$ cat src/rtl/fetch_sequencer.sv
// Instruction fetch sequencer: IDLE -> FETCH -> ISSUE -> RESOLVE, every output registered.
// Define FETCH_TIMEOUT_EN to pulse fetch_err after TIMEOUT FETCH cycles without imem_valid.
module fetch_sequencer #(
    parameter int PC_W    = 8,
    parameter int TIMEOUT = 15
) (
    input  logic            clk,
    input  logic            rst,
    input  logic            run,
    output logic            imem_req,
    output logic [PC_W-1:0] imem_addr,
    input  logic [7:0]      imem_rdata,
    input  logic            imem_valid,
    output logic [2:0]      opcode,
    output logic            opcode_valid,
    output logic [4:0]      operand,
    input  logic            jmp_op,
    output logic [PC_W-1:0] pc,
    output logic            fetch_err
);
    localparam logic [2:0] NOP = 3'b111;

    typedef enum logic [1:0] {IDLE, FETCH, ISSUE, RESOLVE} state_t;
    state_t state;

`ifdef FETCH_TIMEOUT_EN
    localparam int CNT_W = (TIMEOUT < 2) ? 1 : $clog2(TIMEOUT + 1);
    logic [CNT_W-1:0] tmo_cnt;
`else
    wire unused_timeout = (TIMEOUT > 0);
    assign fetch_err = 1'b0;
`endif

    // Next pc is computed from the captured operand; jmp_op only matters in RESOLVE.
    logic [PC_W-1:0] next_pc;
    always_comb begin
        next_pc = pc + PC_W'(1);
        if (jmp_op) next_pc = PC_W'(operand);
    end

    always_ff @(posedge clk) begin
        if (rst) begin
            state        <= IDLE;
            pc           <= '0;
            imem_req     <= 1'b0;
            imem_addr    <= '0;
            opcode       <= NOP;
            opcode_valid <= 1'b0;
            operand      <= '0;
`ifdef FETCH_TIMEOUT_EN
            fetch_err    <= 1'b0;
            tmo_cnt      <= '0;
`endif
        end else begin
`ifdef FETCH_TIMEOUT_EN
            fetch_err <= 1'b0;
`endif
            case (state)
                IDLE: begin
                    if (run) begin
                        state     <= FETCH;
                        imem_req  <= 1'b1;
                        imem_addr <= pc;
                    end
                end
                FETCH: begin
                    if (imem_valid) begin
                        state        <= ISSUE;
                        imem_req     <= 1'b0;
                        opcode       <= imem_rdata[7:5];
                        operand      <= imem_rdata[4:0];
                        opcode_valid <= 1'b1;
`ifdef FETCH_TIMEOUT_EN
                        tmo_cnt      <= '0;
                    end else if (tmo_cnt == CNT_W'(TIMEOUT - 1)) begin
                        // Report and retry: the request stays up on the same address.
                        fetch_err <= 1'b1;
                        tmo_cnt   <= '0;
                    end else begin
                        tmo_cnt <= tmo_cnt + CNT_W'(1);
`endif
                    end
                end
                ISSUE: begin
                    state        <= RESOLVE;
                    opcode       <= NOP;
                    opcode_valid <= 1'b0;
                end
                RESOLVE: begin
                    pc <= next_pc;
                    if (run) begin
                        state     <= FETCH;
                        imem_req  <= 1'b1;
                        imem_addr <= next_pc;
                    end else begin
                        state <= IDLE;
                    end
                end
                default: state <= IDLE;
            endcase
        end
    end
endmodule

$ cat config.mk
export PLATFORM = sky130hd
export DESIGN_NAME = fetch_sequencer
export DESIGN_NICKNAME = d
export VERILOG_FILES = /design/src/rtl/fetch_sequencer.sv
export SDC_FILE = /design/constraint.sdc
export NUM_CORES = 1
export LEC_CHECK = 0
export ABC_AREA = 1
export CAP_MARGIN = 30
export CORE_MARGIN = 10
export CORE_UTILIZATION = 25
export DETAILED_ROUTE_END_ITERATION = 8
export PLACE_DENSITY_LB_ADDON = 0.1
export RECOVER_POWER = 25
export SLEW_MARGIN = 20
export SYNTH_ARGS = -nofsm -noshare
export SYNTH_HDL_FRONTEND = slang
export SYNTH_SLANG_ARGS = --single-unit
export TNS_END_PERCENT = 1
$ cat constraint.sdc
create_clock -name clk -period 1.5 [get_ports clk]
set_input_delay 0.15 -clock clk [delete_from_list [all_inputs] [get_ports clk]]
set_output_delay 0.15 -clock clk [all_outputs]
set_load 0.01 [all_outputs]
=== Yosys cells after proc, flatten, opt, wreduce, memory -nomap -nowiden ===
Cells that the tools add are included.

* Flip-flop bits (word level): 28
* Bits of input ports: 13
* Output and inout bits: 27
* Logic and storage cells: 40

* Add/sub/neg operators: 1
* Equality and inequality tests: 7
* Multiplexer cells: 15
* Reductions and logical operators: 10

{| class="wikitable"
|+ Operator list
! cell !! number
|-
| 2-to-1 mux 8 bit || 3
|-
| case mux 8 bit (2 select lines) || 1
|-
| adder 8 x 1 -> 8 bit (second input constant) || 1
|-
| case mux 2 bit (4 select lines) || 1
|-
| != test 2 bit (second input constant) || 3
|-
| case mux 3 bit (2 select lines) || 1
|-
| AND reduction 2 bit || 3
|-
| AND reduction 3 bit || 2
|-
| nonzero test 2 bit || 3
|-
| equality test 2 bit (second input constant) || 2
|-
| 2-to-1 mux 1 bit || 4
|-
| 2-to-1 mux 2 bit || 2
|-
| case mux 1 bit (2 select lines) || 2
|-
| 2-to-1 mux 3 bit || 1
|-
| equality test 2 x 1 -> 1 bit (second input constant) || 1
|-
| logical NOT 2 bit || 1
|-
| != test 2 x 1 -> 1 bit (second input constant) || 1
|-
| OR reduction 2 bit || 1
|}

=== Longest topological paths before layout ===
* Word-level depth: 4
* Depth in mapped cells: 9
* Gate-level depth less buffers: 9

=== Worst setup path after synthesis ===
No wires, ideal clock.

* Path kind: flip-flop to flip-flop
* Start point: register state[0]
* End point: register imem_addr[2]
* Library setup time: 116 ps
* Data arrival time: 1,147 ps
* Slack: 236 ps
* Stages on the path, launching flop included: 8
* Clock period less this slack: 1,264 ps
* Cells stage by stage: dfxtp_1 ha_1 buf_6 nand2_1 nand2_2 buf_6 o211ai_1 inv_1

* Cells in the longest elaborated chain, start to end: 3

{| class="wikitable"
|+ RTL lines
! item !! RTL line !! RTL
|-
| from (decl) || 24 || <nowiki>state_t state;</nowiki>
|-
| from (signal assigned) || 43 || <nowiki>state <= IDLE;</nowiki>
|-
| from (signal assigned) || 61 || <nowiki>state <= FETCH;</nowiki>
|-
| from (signal assigned) || 68 || <nowiki>state <= ISSUE;</nowiki>
|-
| equality test 2 bit or logical NOT 2 bit (tied branches) || 58 || <nowiki>case (state)</nowiki>
|-
| != test 2 bit (no line) or nonzero test 2 bit (tied branches) || - ||
|-
| AND reduction 3 bit (no line) || - ||
|-
| to (signal assigned) || 63 || <nowiki>imem_addr <= pc;</nowiki>
|-
| to (signal assigned) || 94 || <nowiki>imem_addr <= next_pc;</nowiki>
|-
| to (decl) || 11 || <nowiki>output logic [PC_W-1:0] imem_addr,</nowiki>
|}

Several ways; a longest one is shown, not always the timed one.
A chain may end at the register's enable or synchronous reset.

=== Final worst setup path ===
* Start point: register pc[0]
* End point: output pc[0]

{| class="wikitable"
|+ RTL lines
! item !! RTL line !! RTL
|-
| from (decl) || 18 || <nowiki>output logic [PC_W-1:0] pc,</nowiki>
|-
| from (signal assigned) || 90 || <nowiki>pc <= next_pc;</nowiki>
|}

No word-level cell between the ends.

==> results.cfg <==
[critical_path]
end_kind = output port
path_class = register to output port
startpoint = pc[0]
crit_required_ps = 1350
ff2ff_setup_slack_ps = 140
reg2reg_from = state[1]
startpoint_type = register
path_max_fanout = 5
crit_arrival_ps = 1280

[logic_synthesis]
syn_area_sq_um = 1310
ys_warn_count = 0
synth_area_leader_cell = dfxtp_1
synthTopCellsByArea = dfxtp_1 43%, inv_1 7.8%, nand2_1 7.5%, a21oi_1 5.0%, ha_1 4.8%
synth_cell_types = 29
seq_area_frac_synth = 0.429
synth-main-ff-cell = dfxtp_1
synth.top_cell.area_share = 0.429
synth_edf_count = 0
synth-seq-cells = 28
synth_nets = 188
async_reset_ff_frac = 0
syn_inst = 170
synth.avg_cell_area_sq_um = 7.69

[sta]
hold_viol = 0
fin_crit_ps = 1430
rsz0062_at_grt = no
setup_viol = 0
post-route-period-util = 0.956
clock_skew_ps = 1.00
drv_slew = 0
final.setup.tns_ps = 0
fin_ws_ps = 66.7
fmax_mhz = 698

[floorplanning]
initial_core_util = 0.258
dieHeight_um = 92.3
die_w_um = 92.3
rows = 26
die-area_sq_um = 8520
boundaryPins = 40
coreArea_sq_um = 5070

[pwr]
pwr-share-comb = 0.374
vdd_drop_max_v = 0.000557
leakage_nw = 0.807
powerDensity_nw_per_um2 = 1380
swShare = 0.327
p_switching_uw = 845
clkPwrFrac = 0.236
sequentialPowerShare = 0.390
p_int_mw = 1.74

[clocking]
cts-buffers-inserted = 3
root_buffer = clkbuf_8
htree_num_levels = 1
clk_pin_slew_ps = 100
tritoncts = built
clockBufferDepth = 2
cts.hold.buffers_added = 0
insertion_delay_ps = 280
post-cts-setup-buffers = 0
cts.sinks = 28

[hold_path]
hp-class = register to register
min_from = imem_req

[global_routing]
antenna_found_initial = 0
grtUsageTotal = 0.0880
grt_pass1_wl_um = 6200
grt_pass1_vias = 1252
grt_max_degree = 17
grt.overflow.total = 0

[drt]
drt-total-wl_um = 3700
vias = 1225
drc = 0
dr.pass1.iters = 4
antenna_left = 0
first_iter_violations = 45
via_per_inst = 4.30
wl_per_cell_um = 13.0

[cells_and_area]
final_core_util = 0.371
syn_to_final_growth_pct = 43.9
nFillCells = 556
nets = 234
antennaDiodeCount = 0
drive_gt1_frac = 0.135

[place]
hpwl_um = 2980
io_buffers = 38
place_ws_ps = 35.6
place.gp.congestion = 0.865

[outcome]
status = finished clean

[job]
cap_violations = 0
cells in the mapped netlist, drive strengths merged (2+ instances only):
library cell   n
or2            2
ha             5
nand3         13
nand4          2
a21oi         14
o22ai          4
inv           28
o21ai         18
dfxtp         28
o211ai         3
nor2          12
o21bai         2
nand2         29
buf            5
worst max-delay path: stages (launching register included):
cell	delay (ps)
dfxtp_2	340
buf_4	130
clkdlybuf4s50_1	530
final timing paths:
kind / to / cells past startpoint
hold reg to reg: imem_req / 1
hold / removal: imem_req / 1
setup / recovery: pc[0] / 2
setup reg to reg: imem_addr[2] / 8
per-stage QoR:
step,hold WS (ps),power (mW),cell area [sq um],std cells
3_5_place_dp,457,2.01,1800,281
5_1_grt,485,2.78,1880,285
4_1_cts,469,2.64,1870,285
6_report,475,2.59,1880,285
2_1_floorplan,287,1.53,1310,170
3_3_place_gp,450,2.00,1800,281
cells by family after synthesis:
| group | Yosys count | share of synthesized area |
|---|---|---|
| simple gates | 58 | 0.217 |
| fa+ha+maj | 5 | 0.0478 |
| flops | 28 | 0.429 |
| compound gates | 44 | 0.189 |
| other cells | 1 | 0.00287 |
| buf+inv | 34 | 0.114 |
power groups by stage:
stage	registers (mW)	clock network (mW)	logic (mW)
6_report	1.01	0.610	0.969
5_1_grt	1.04	0.660	1.08
4_1_cts	1.01	0.632	0.994
3_5_place_dp	1.02	0	0.987
3_3_place_gp	1.02	0	0.983
2_1_floorplan	1.08	0	0.453
what timing repair did:
action,4_1_cts,5_1_grt
endpoints found under the setup margin,0,17
gates resized for setup,0,8
endpoints found under the hold margin,0,0
layout make-up:
| type | instances | area [sq um] | area share |
|---|---|---|---|
| clock buffers | 3 | 41.3 | 0.0219 |
| clock inverters | 1 | 30.0 | 0.0160 |
| inverters | 28 | 105 | 0.0559 |
| multi-input cells | 108 | 606 | 0.322 |
| flip-flops and latches | 28 | 567 | 0.301 |
| well taps | 70 | 87.6 | 0.0465 |
| repair buffers | 47 | 445 | 0.237 |
per-layer routing:
layer  routed length (um)  up-vias  track usage
met3                  202        2       0.0282
li1                     -      643            -
met1                 1740      552        0.109
met2                 1730       28        0.143
met5                    0        -            0
met4                   21        0       0.0231
sequential cells by signal, summed over array words and instances, names as in the netlist:
| register | count |
|---|---|
| opcode_valid | 1 |
| opcode | 3 |
| state | 2 |
| imem_req | 1 |
| imem_addr | 8 |
| operand | 5 |
| pc | 8 |
cell usage in the layout (no fill, tap or decap):
cell type and n:
inv_1 27, a31oi_1 1, or2_1 2, o21a_1 1, o211ai_1 3, nand4_1 2
ha_1 4, bufinv_16 1, nor2_2 2, clkbuf_2 1, o22ai_1 4, ha_2 1
nand3_2 2, a21oi_2 1, dlygate4sd3_1 5, o21ai_1 8, nor2_4 1, conb_1 1
nor2_1 9, clkbuf_8 3, dfxtp_2 5, a21oi_1 13, nand2_4 3, dfxtp_1 23
nand3_1 11, clkdlybuf4s50_1 33, o21bai_1 2, o21ai_0 10, a21o_1 1, nand2_1 26
inv_2 1, buf_4 8
Note: power is estimated with default switching activity, not from simulation.
